`config.mk`:
```
export PLATFORM = sky130hd
export DESIGN_NAME = filter_biquad_cascade_flat
export DESIGN_NICKNAME = d
export VERILOG_FILES = /design/src/rtl/filter_biquad_cascade_pkg.sv /design/src/rtl/filter_biquad_cascade_if.sv /design/src/rtl/filter_biquad_cascade_mac.sv /design/src/rtl/filter_biquad_cascade.sv /design/src/flat_wrapper.sv
export SDC_FILE = /design/constraint.sdc
export NUM_CORES = 1
export LEC_CHECK = 0
export CAP_MARGIN = 20
export CORE_UTILIZATION = 55
export CTS_BUF_LIST = sky130_fd_sc_hd__clkbuf_4 sky130_fd_sc_hd__clkbuf_8 sky130_fd_sc_hd__clkbuf_16
export DETAILED_ROUTE_END_ITERATION = 8
export DONT_BUFFER_PORTS = 1
export PLACE_DENSITY_LB_ADDON = 0.08
export SETUP_SLACK_MARGIN = 0.3
export SLEW_MARGIN = 0
export SYNTH_ARGS = -nofsm -noshare
export SYNTH_HDL_FRONTEND = slang
export SYNTH_SLANG_ARGS = --single-unit
```
`constraint.sdc`:
```
create_clock -name clk -period 9.85 [get_ports clk]
set_input_delay 1.97 -clock clk [delete_from_list [all_inputs] [get_ports clk]]
set_output_delay 1.97 -clock clk [all_outputs]
set_load 0.005 [all_outputs]
```
`src/rtl/filter_biquad_cascade_pkg.sv`:
```
// Shared encodings for the cascaded biquad: coefficient slots, MAC step sequence, FSM states.
package filter_biquad_cascade_pkg;

  localparam int unsigned CIDX_K     = 0;
  localparam int unsigned CIDX_A1    = 1;
  localparam int unsigned CIDX_A2    = 2;
  localparam int unsigned CIDX_B0    = 3;
  localparam int unsigned CIDX_B1    = 4;
  localparam int unsigned CIDX_B2    = 5;
  localparam int unsigned NUM_COEFS  = 6;

  // Step order matches the coefficient slot order, so a step directly indexes the bank.
  typedef enum logic [2:0] {
    StepK  = 3'd0,
    StepA1 = 3'd1,
    StepA2 = 3'd2,
    StepB0 = 3'd3,
    StepB1 = 3'd4,
    StepB2 = 3'd5
  } step_e;

  typedef enum logic [1:0] {
    StIdle = 2'd0,
    StMac  = 2'd1,
    StOut  = 2'd2
  } state_e;

endpackage

```
`src/rtl/filter_biquad_cascade_if.sv`:
```
// Sample, coefficient-write and status signals of the biquad cascade.
interface filter_biquad_cascade_if #(
  parameter int unsigned AUDIO_BDEPTH = 12,
  parameter int unsigned COEF_BDEPTH  = 12,
  parameter int unsigned SEC_BITS     = 2
);
  logic signed [AUDIO_BDEPTH-1:0] audio_in;
  logic                           valid_in;
  logic signed [AUDIO_BDEPTH-1:0] audio_out;
  logic                           valid_out;
  logic                           busy;
  logic                           coef_wr;
  logic [SEC_BITS-1:0]            coef_sec;
  logic [2:0]                     coef_idx;
  logic signed [COEF_BDEPTH-1:0]  coef_data;
  logic                           coef_ready;
  logic                           sat_clear;
  logic                           sat_mult;
  logic                           sat_accum;
  logic                           overrun;

  modport master (
    output audio_in, valid_in, coef_wr, coef_sec, coef_idx, coef_data, sat_clear,
    input  audio_out, valid_out, busy, coef_ready, sat_mult, sat_accum, overrun
  );

  modport slave (
    input  audio_in, valid_in, coef_wr, coef_sec, coef_idx, coef_data, sat_clear,
    output audio_out, valid_out, busy, coef_ready, sat_mult, sat_accum, overrun
  );
endinterface

```
`src/rtl/filter_biquad_cascade_mac.sv`:
```
// Shared saturating multiply-accumulate: operand select per step, Q2 product scaling, clamped add.
module filter_biquad_cascade_mac
  import filter_biquad_cascade_pkg::*;
#(
  parameter int unsigned AUDIO_BDEPTH = 12,
  parameter int unsigned COEF_BDEPTH  = 12,
  parameter int unsigned COEF_FRAC    = COEF_BDEPTH - 2
) (
  input  step_e                          step_i,
  input  logic signed [AUDIO_BDEPTH-1:0] acc_i,
  input  logic signed [AUDIO_BDEPTH-1:0] z1_i,
  input  logic signed [AUDIO_BDEPTH-1:0] z2_i,
  input  logic signed [AUDIO_BDEPTH-1:0] zsave_i,
  input  logic signed [COEF_BDEPTH-1:0]  coef_i,
  output logic signed [AUDIO_BDEPTH-1:0] result_o,
  output logic                           sat_mult_o,
  output logic                           sat_accum_o
);
  localparam int unsigned PW = AUDIO_BDEPTH + COEF_BDEPTH;
  localparam logic signed [AUDIO_BDEPTH-1:0] SatMax = {1'b0, {(AUDIO_BDEPTH-1){1'b1}}};
  localparam logic signed [AUDIO_BDEPTH-1:0] SatMin = {1'b1, {(AUDIO_BDEPTH-1){1'b0}}};

  logic signed [AUDIO_BDEPTH-1:0] data, addend, prod;
  logic signed [PW-1:0]           prod_full, prod_shift;
  logic signed [AUDIO_BDEPTH:0]   sum;

  always_comb begin
    data   = acc_i;
    addend = acc_i;
    unique case (step_i)
      StepK, StepB0: addend = '0;
      StepA1:        data = z1_i;
      StepA2:        data = z2_i;
      StepB1:        data = z2_i;  // z2 already holds the pre-update z1
      StepB2:        data = zsave_i;
      default: ;
    endcase
  end

  always_comb begin
    prod_full  = PW'(data) * PW'(coef_i);
    prod_shift = prod_full >>> COEF_FRAC;
    sat_mult_o = prod_shift[PW-1:AUDIO_BDEPTH-1] != {(PW-AUDIO_BDEPTH+1){prod_shift[PW-1]}};
    if (sat_mult_o) prod = prod_shift[PW-1] ? SatMin : SatMax;
    else            prod = prod_shift[AUDIO_BDEPTH-1:0];
    sum         = (AUDIO_BDEPTH+1)'(addend) + (AUDIO_BDEPTH+1)'(prod);
    sat_accum_o = sum[AUDIO_BDEPTH] != sum[AUDIO_BDEPTH-1];
    if (sat_accum_o) result_o = sum[AUDIO_BDEPTH] ? SatMin : SatMax;
    else             result_o = sum[AUDIO_BDEPTH-1:0];
  end

endmodule

```
`src/rtl/filter_biquad_cascade.sv`:
```
// N-section direct-form-II biquad cascade time-multiplexed over one saturating MAC,
// with a runtime coefficient bank, one-entry pending write and sticky status flags.
module filter_biquad_cascade
  import filter_biquad_cascade_pkg::*;
#(
  parameter int unsigned AUDIO_BDEPTH = 12,
  parameter int unsigned COEF_BDEPTH  = 12,
  parameter int unsigned COEF_FRAC    = COEF_BDEPTH - 2,
  parameter int unsigned NUM_SECTIONS = 4,
  parameter int unsigned SEC_BITS     = (NUM_SECTIONS > 1) ? $clog2(NUM_SECTIONS) : 1
) (
  input logic                  clk,
  input logic                  rst_n,
  filter_biquad_cascade_if.slave bus
);
  localparam logic signed [COEF_BDEPTH-1:0] CoefOne = COEF_BDEPTH'(2 ** COEF_FRAC);
  localparam logic [SEC_BITS:0]   SecCount = (SEC_BITS+1)'(NUM_SECTIONS);
  localparam logic [SEC_BITS-1:0] SecLast  = SEC_BITS'(NUM_SECTIONS - 1);

  state_e                         state_q, state_d;
  step_e                          step_q;
  logic [SEC_BITS-1:0]            sec_q;
  logic                           valid_in_q, start, busy, mac_en;
  logic signed [AUDIO_BDEPTH-1:0] acc_q, zsave_q, audio_out_q, mac_result;
  logic signed [AUDIO_BDEPTH-1:0] z1_q [NUM_SECTIONS];
  logic signed [AUDIO_BDEPTH-1:0] z2_q [NUM_SECTIONS];
  logic signed [COEF_BDEPTH-1:0]  coef_q [NUM_SECTIONS][NUM_COEFS];
  logic                           valid_out_q, mac_sat_mult, mac_sat_accum;
  logic                           sat_mult_q, sat_accum_q, overrun_q;
  logic                           pend_valid_q, wr_ok, wr_take;
  logic [SEC_BITS-1:0]            pend_sec_q;
  logic [2:0]                     pend_idx_q;
  logic signed [COEF_BDEPTH-1:0]  pend_data_q;

  assign start   = bus.valid_in & ~valid_in_q;
  assign wr_ok   = (bus.coef_idx <= 3'(CIDX_B2)) && ({1'b0, bus.coef_sec} < SecCount);
  assign wr_take = bus.coef_wr & ~pend_valid_q & wr_ok;

  always_ff @(posedge clk) begin
    if (!rst_n) state_q <= StIdle;
    else        state_q <= state_d;
  end

  always_comb begin
    state_d = state_q;
    unique case (state_q)
      StIdle:  if (start) state_d = StMac;
      StMac:   if (step_q == StepB2 && sec_q == SecLast) state_d = StOut;
      StOut:   state_d = StIdle;
      default: state_d = StIdle;
    endcase
  end

  always_comb begin
    busy           = state_q != StIdle;
    mac_en         = state_q == StMac;
    bus.busy       = busy;
    bus.coef_ready = ~pend_valid_q;
    bus.audio_out  = audio_out_q;
    bus.valid_out  = valid_out_q;
    bus.sat_mult   = sat_mult_q;
    bus.sat_accum  = sat_accum_q;
    bus.overrun    = overrun_q;
  end

  filter_biquad_cascade_mac #(
    .AUDIO_BDEPTH (AUDIO_BDEPTH),
    .COEF_BDEPTH  (COEF_BDEPTH),
    .COEF_FRAC    (COEF_FRAC)
  ) u_mac (
    .step_i      (step_q),
    .acc_i       (acc_q),
    .z1_i        (z1_q[sec_q]),
    .z2_i        (z2_q[sec_q]),
    .zsave_i     (zsave_q),
    .coef_i      (coef_q[sec_q][step_q]),
    .result_o    (mac_result),
    .sat_mult_o  (mac_sat_mult),
    .sat_accum_o (mac_sat_accum)
  );

  // The start cycle loads the sample into acc, so every section's first step multiplies acc.
  always_ff @(posedge clk) begin
    if (!rst_n) begin
      valid_in_q  <= 1'b0;
      valid_out_q <= 1'b0;
      audio_out_q <= '0;
      acc_q       <= '0;
      zsave_q     <= '0;
      sec_q       <= '0;
      step_q      <= StepK;
      for (int s = 0; s < NUM_SECTIONS; s++) begin
        z1_q[s] <= '0;
        z2_q[s] <= '0;
      end
    end else begin
      valid_in_q  <= bus.valid_in;
      valid_out_q <= 1'b0;
      unique case (state_q)
        StIdle: if (start) begin
          acc_q  <= bus.audio_in;
          sec_q  <= '0;
          step_q <= StepK;
        end
        StMac: begin
          acc_q <= mac_result;
          if (step_q == StepB0) begin
            z1_q[sec_q] <= acc_q;
            z2_q[sec_q] <= z1_q[sec_q];
            zsave_q     <= z2_q[sec_q];
          end
          if (step_q == StepB2) begin
            step_q <= StepK;
            sec_q  <= sec_q + SEC_BITS'(1);
          end else begin
            step_q <= step_e'(step_q + 3'd1);
          end
        end
        StOut: begin
          audio_out_q <= acc_q;
          valid_out_q <= 1'b1;
        end
        default: ;
      endcase
    end
  end

  // A pending write lands in the first idle cycle, ahead of any start sampled in that cycle.
  always_ff @(posedge clk) begin
    if (!rst_n) begin
      pend_valid_q <= 1'b0;
      pend_sec_q   <= '0;
      pend_idx_q   <= '0;
      pend_data_q  <= '0;
      for (int s = 0; s < NUM_SECTIONS; s++) begin
        for (int c = 0; c < NUM_COEFS; c++) begin
          coef_q[s][c] <= (c == CIDX_K || c == CIDX_B0) ? CoefOne : '0;
        end
      end
    end else if (state_q == StIdle && pend_valid_q) begin
      coef_q[pend_sec_q][pend_idx_q] <= pend_data_q;
      pend_valid_q                   <= 1'b0;
    end else if (wr_take) begin
      if (state_q == StIdle) begin
        coef_q[bus.coef_sec][bus.coef_idx] <= bus.coef_data;
      end else begin
        pend_valid_q <= 1'b1;
        pend_sec_q   <= bus.coef_sec;
        pend_idx_q   <= bus.coef_idx;
        pend_data_q  <= bus.coef_data;
      end
    end
  end

  always_ff @(posedge clk) begin
    if (!rst_n) begin
      sat_mult_q  <= 1'b0;
      sat_accum_q <= 1'b0;
      overrun_q   <= 1'b0;
    end else begin
      sat_mult_q  <= (mac_en & mac_sat_mult) | (sat_mult_q & ~bus.sat_clear);
      sat_accum_q <= (mac_en & mac_sat_accum) | (sat_accum_q & ~bus.sat_clear);
      overrun_q   <= (start & busy) | (overrun_q & ~bus.sat_clear);
    end
  end

endmodule

```
`src/flat_wrapper.sv`:
```
// flat-port wrapper written by rule: the top's interface ports become plain ports
module filter_biquad_cascade_flat import filter_biquad_cascade_pkg::*;
#(
  parameter int unsigned AUDIO_BDEPTH = 12,
  parameter int unsigned COEF_BDEPTH  = 12,
  parameter int unsigned COEF_FRAC    = COEF_BDEPTH - 2,
  parameter int unsigned NUM_SECTIONS = 4,
  parameter int unsigned SEC_BITS     = (NUM_SECTIONS > 1) ? $clog2(NUM_SECTIONS) : 1
)
  (clk, rst_n, bus_audio_in, bus_valid_in, bus_coef_wr, bus_coef_sec, bus_coef_idx, bus_coef_data, bus_sat_clear, bus_audio_out, bus_valid_out, bus_busy, bus_coef_ready, bus_sat_mult, bus_sat_accum, bus_overrun);
  filter_biquad_cascade_if #(.AUDIO_BDEPTH(AUDIO_BDEPTH), .COEF_BDEPTH(COEF_BDEPTH), .SEC_BITS(SEC_BITS)) bus_i ();
  input logic clk;
  input logic rst_n;
  input wire logic [$bits(bus_i.audio_in)-1:0] bus_audio_in;
  input wire logic [$bits(bus_i.valid_in)-1:0] bus_valid_in;
  input wire logic [$bits(bus_i.coef_wr)-1:0] bus_coef_wr;
  input wire logic [$bits(bus_i.coef_sec)-1:0] bus_coef_sec;
  input wire logic [$bits(bus_i.coef_idx)-1:0] bus_coef_idx;
  input wire logic [$bits(bus_i.coef_data)-1:0] bus_coef_data;
  input wire logic [$bits(bus_i.sat_clear)-1:0] bus_sat_clear;
  output wire logic [$bits(bus_i.audio_out)-1:0] bus_audio_out;
  output wire logic [$bits(bus_i.valid_out)-1:0] bus_valid_out;
  output wire logic [$bits(bus_i.busy)-1:0] bus_busy;
  output wire logic [$bits(bus_i.coef_ready)-1:0] bus_coef_ready;
  output wire logic [$bits(bus_i.sat_mult)-1:0] bus_sat_mult;
  output wire logic [$bits(bus_i.sat_accum)-1:0] bus_sat_accum;
  output wire logic [$bits(bus_i.overrun)-1:0] bus_overrun;
  assign bus_i.audio_in = bus_audio_in;
  assign bus_i.valid_in = bus_valid_in;
  assign bus_i.coef_wr = bus_coef_wr;
  assign bus_i.coef_sec = bus_coef_sec;
  assign bus_i.coef_idx = bus_coef_idx;
  assign bus_i.coef_data = bus_coef_data;
  assign bus_i.sat_clear = bus_sat_clear;
  assign bus_audio_out = bus_i.audio_out;
  assign bus_valid_out = bus_i.valid_out;
  assign bus_busy = bus_i.busy;
  assign bus_coef_ready = bus_i.coef_ready;
  assign bus_sat_mult = bus_i.sat_mult;
  assign bus_sat_accum = bus_i.sat_accum;
  assign bus_overrun = bus_i.overrun;
  filter_biquad_cascade #(.AUDIO_BDEPTH(AUDIO_BDEPTH), .COEF_BDEPTH(COEF_BDEPTH), .COEF_FRAC(COEF_FRAC), .NUM_SECTIONS(NUM_SECTIONS), .SEC_BITS(SEC_BITS)) u_core (.clk(clk), .rst_n(rst_n), .bus(bus_i));
endmodule
```
; ---- Yosys cells after proc, flatten, opt, wreduce, memory -nomap -nowiden
; Memory sizes are Yosys's and may differ from the RTL's. A register that Yosys moved wholly into a read port is not among the register bits.
; Cells that the tools add are included.
[totals]
register_bits = 66
ram_bits = 384
in_bits = 34
output_inout_bits = 18
wordCells = 139
memories = 3
[op_classes]
addsub = 3
mul = 1
n_lt_le_gt_ge = 6
n_eq_ne = 13
n_mux = 56
bitwise = 21
reduce_logical = 21
[mem_list]
columns = memory, depth, width, read_ports, rd_ports_with_merged_regs, wr, line
row1 = u_core.coef_q, 4, 72, 1, 1, 4, filter_biquad_cascade.sv:27  ; logic signed [COEF_BDEPTH-1:0] coef_q [NUM_SECTIONS][NUM_COEFS];
row2 = u_core.z1_q, 4, 12, 1, 1, 4, filter_biquad_cascade.sv:25  ; logic signed [AUDIO_BDEPTH-1:0] z1_q [NUM_SECTIONS];
row3 = u_core.z2_q, 4, 12, 1, 1, 4, filter_biquad_cascade.sv:26  ; logic signed [AUDIO_BDEPTH-1:0] z2_q [NUM_SECTIONS];
[ops]
columns = op, n
row1 = 72-bit two-way mux, 6
row2 = 12-bit two-way mux, 12
row3 = 72-bit OR reduction, 2
row4 = 12-bit demux with 3-bit select, 2
row5 = 12-bit binary-select mux with 3-bit select, 1
row6 = 12-bit one-hot mux with 3 select lines, 1
row7 = 2-bit two-way mux, 14
row8 = 12-bit by 12-bit multiplier with 24-bit output, 1
row9 = 12-bit one-hot mux with 2 select lines, 1
row10 = 12-bit OR reduction, 2
row11 = 1-bit two-way mux, 14
row12 = 12-bit by 12-bit adder with 13-bit output, 1
row13 = 4-bit greater-or-equal comparator (second input constant), 3
row14 = 3-bit inverter with 4-bit output, 3
row15 = 1-bit bitwise AND, 9
row16 = 4-bit by 1-bit < comparator with 1-bit output (second input constant), 2
row17 = 2-bit one-hot mux with 2 select lines, 2
row18 = 2-bit AND reduction, 4
row19 = 3-bit by 2-bit == test with 1-bit output (second input constant), 2
row20 = 3-bit == test (second input constant), 2
row21 = 3-bit two-way mux, 2
row22 = 1-bit inverter, 6
row23 = 3-bit one-hot mux with 2 select lines, 1
row24 = 3-bit AND reduction, 2
row25 = 16 further kinds, 26

; ---- Depth between registers and ports, before layout
; Gate-level depths: netlist of run 1.
[depth]
word_depth = 11
depth_mapped = 42
mapped_depth_nobuf = 37

; ---- Cells and area by module
; Synthesis of run 1 repeated with hierarchy kept, for this count alone.
[unflattened]
hier_cells = 2255
hier_area_um2 = 26411.6
[by_module_without_submodules]
columns = mod, instances, cells_each, area_per_inst_um2, seq_area_each_um2
row1 = filter_biquad_cascade, 1, 1463, 19769.0, 12892.4
row2 = filter_biquad_cascade_mac, 1, 792, 6642.6, 0.0

; ---- Least setup slack after synthesis of run 1
; Ideal clock, no wire load.
[synth_timing]
kind = register to register
start = register (tool-made name)
end = register u_core.acc_q[8]
setup_time_ps = 70
arrival_ps = 8662
required_time_ps = 9780
slack_ps = 1118
path_stages_with_launch = 38
path_buffers = 6
synth_period_minus_slack_ps = 8732
path_cell_list = dfxtp_1 buf_2 buf_2 clkbuf_1 mux4_2 mux4_2 nand2_1 o21ai_1 buf_2 nand2_1 fa_1 inv_1 fa_1 fa_1 fa_1 fa_1 ha_1 clkbuf_1 (+2 left out) o311ai_1 nand3_1 a21oi_1 xnor2_1 a21oi_1 buf_4 o21a_1 ha_1 inv_1 fa_1 nor2b_1 o21a_1 o21ai_0 a211oi_1 nor2_1 a31o_1 or3_1 a21oi_1
[synth_lines]
columns = element, line
row1 = to (signal assigned), filter_biquad_cascade.sv:101  ; acc_q <= bus.audio_in;
row2 = to (signal assigned), filter_biquad_cascade.sv:106  ; acc_q <= mac_result;
row3 = to (decl), filter_biquad_cascade.sv:24  ; logic signed [AUDIO_BDEPTH-1:0] acc_q, zsave_q, audio_out_q, mac_result;

==> results of run 1 <==
==> registers in the layout, summed over array words and instances, names as in the netlist, named ones only <==
register	count
u_core.bus.valid_out	1
u_core.bus.sat_accum	1
u_core.bus.sat_mult	1
u_core.pend_valid_q	1
u_core.zsave_q	12
u_core.coef_q	288
u_core.z2_q	48
u_core.step_q	3
u_core.acc_q	12
u_core.bus.overrun	1
u_core.pend_sec_q	2
u_core.pend_idx_q	3
u_core.z1_q	48
u_core.sec_q	2
u_core.valid_in_q	1
u_core.bus.audio_out	12
u_core.state_q	2
u_core.pend_data_q	12
==> routing by layer <==
metal  track usage (%)  up-vias  wire [um]
li1                  -     7535          -
met1              38.2     8511      27600
met2              46.4      577      33000
met3              4.20      127       3960
met4              11.3        2       2600
met5             0.938        -         67
==> worst max-delay path, delay by kind of cell, from the launching register on <==
| family | cells | cell delay, ps |
|---|---|---|
| AOI/OAI and AO/OA | 12 | 2220 |
| xor gates and xnor gates | 1 | 220 |
| and+or+nand+nor | 6 | 1070 |
| DFF | 1 | 470 |
| buffers and inverters | 7 | 920 |
| adders and majority gates | 7 | 3080 |
| muxes | 2 | 1050 |
==> what timing repair did <==
action                                  CTS  global route
endpoints found under the setup margin   13            13
gates resized for setup                   6            29
setup buffers                             2            25
gates cloned                              0             1
pin swaps                                 1             9
==> cell families (layout without fill, tap and decap cells) <==
group / after synthesis / after routing / share of synthesized area (%)
muxes: 162 / 162 / 11.7
xor gates and xnor gates: 30 / 30 / 1.01
and+or+nand+nor: 820 / 820 / 14.0
DFF: 452 / 452 / 49.4
adders and majority gates: 199 / 199 / 13.5
other: 0 / 2 / 0
AOI/OAI and AO/OA: 203 / 203 / 5.37
buffers and inverters: 312 / 365 / 5.05
==> cells in the mapped netlist (12+ instances only) <==
cell	number	area share, %
a21boi_0	33	0.95
a21oi_1	40	0.77
a22o_1	12	0.40
and2_1	112	2.7
buf_2	45	0.86
clkbuf_1	73	1.0
dfxtp_1	68	5.2
edfxtp_1	384	44
fa_1	137	11
ha_1	62	3.0
inv_1	172	2.5
mux2_2	12	0.52
mux2i_1	37	1.4
mux4_2	113	9.8
nand2_1	237	3.4
nand2b_1	16	0.38
nand3_1	14	0.27
nor2_1	349	5.0
nor2_2	15	0.36
nor2b_1	23	0.55
nor3_1	16	0.31
o21a_1	19	0.55
o21ai_0	24	0.46
xnor2_1	22	0.74
==> worst paths after layout <==
kind / endpoint / slack [ps] / cells after the start
max reg2reg: u_core.acc_q[4] / 710 / 35
min reg2reg: u_core.pend_data_q[5] / 480 / 2
min: u_core.pend_data_q[5] / 480 / 2
max: u_core.acc_q[4] / 710 / 35
==> stage by stage <==
stage          hold slack, ps  cell area [sq um]  std cells  util [%]  setup WS (ps)
6_report                  475              28800       2840      61.7            713
5_1_grt                   485              28800       2840      61.7            307
4_1_cts                   477              28400       2811      60.9            393
3_5_place_dp              454              26900       2724      57.7            114
3_3_place_gp              451              26900       2724      57.7            316
2_1_floorplan             437              26100       2178         -           1120
==> area by class of cell <==
cell class	instances	area (sq um)
clock inverters	20	105
diodes	2	5.00
well taps	607	759
multi-input cells	1414	12100
inverters	177	664
clock buffers	65	1340
fillers	3785	17900
flip-flops and latches	452	12900
repair buffers	103	913
==> run metrics, run 1 <==
Initial Utilization 55.9%; commonest non-fill, non-tap cell in the layout edfxtp_1; worst rel slew slack 22.2%; Antenna Nets Post-Route 0; largest fanout on the critical path 12; CTS Buf Count 46; largest net degree at the start of global routing 89; Die H 220 um; # port buffers 0; antenna violations before repair 2; Setup violations, final 0; ys async rst share 0%; core area 0.0467 sq mm; syn avg cell area 12.0 sq um; share of layout cells above drive strength 1 16.9%; drt first pass iters 5; clk_lat worst skew 590 ps; nets 2427; maximum clock rate 109 MHz; period utilisation layout 92.8%; worst hold path class reg2reg; Post-Syn Area 0.0261 sq mm; ys flop type edfxtp_1; num ports 52; detailed placement HPWL 46.9 mm; startpoint types flop; row cnt 79; worst slew pin tran 1160 ps; Yosys cell types 74; TritonCTS clock tree done; Synthesized Nets 2411; DR vias 16800; Synth Instances 2178; crit path DAT 9650 ps; drt drc 0; Routed WL per cell 23.7 um; status completed; cts hold-fix bufs 0; DR iter-0 viols 1281; # clock sinks 452; vias in the first global route 16700; max-cap check violation count 0; total track usage 28.4%; crit path time final 9140 ps; Worst setup EP type flop; H-Tree Depth 2; CP max stage delay 580 ps; die area 0.0483 sq mm; final setup skew 16.6 ps; Root Buffer clkbuf_16; Seq cells post-synth 452; Final Hold Viols 0; sequential area share after synthesis 49.4%; first-pass GRT wire length 101 mm; Crit-path slowest cell mux4_2; grt total ovfl 0; final wirelength 67.2 mm; hold_sp u_core.pend_data_q[5]; Post-synth EDFFs 384; Die Wd 220 um; YS warnings 0; Worst Path Required 10370 ps; Setup TNS 0 ps; critical path class reg2reg; most frequent CP cell fa_1; RSZ-0062 raised after global routing no; gpl congestion 0.898; Slew Viols, Final 0; Longest Clk Path Bufs 3; most frequent cells in the layout edfxtp_1, nor2_1, nand2_1; drt via density 5.90; CTS clk-pin slew, worst paths 70 ps; area grow syn2layout 10.3%
Power of run 1 is left out: the tool's default activity adds up to more than one toggle a clock period on the data nets, which glitch-free logic cannot reach.
==> run 2: changes to the inputs <==
==> constraint.sdc (replaced) <==
create_clock -name clk -period 9.85 [get_ports clk]
set_input_delay 1.97 -clock clk [delete_from_list [all_inputs] [get_ports clk]]
set_output_delay 1.97 -clock clk [all_outputs]
set_load 0.01 [all_outputs]
==> results of run 2 <==
Same layout as run 1: the final DEF is identical, and so are final timing and power.
Power of run 2 is left out for the same reason.
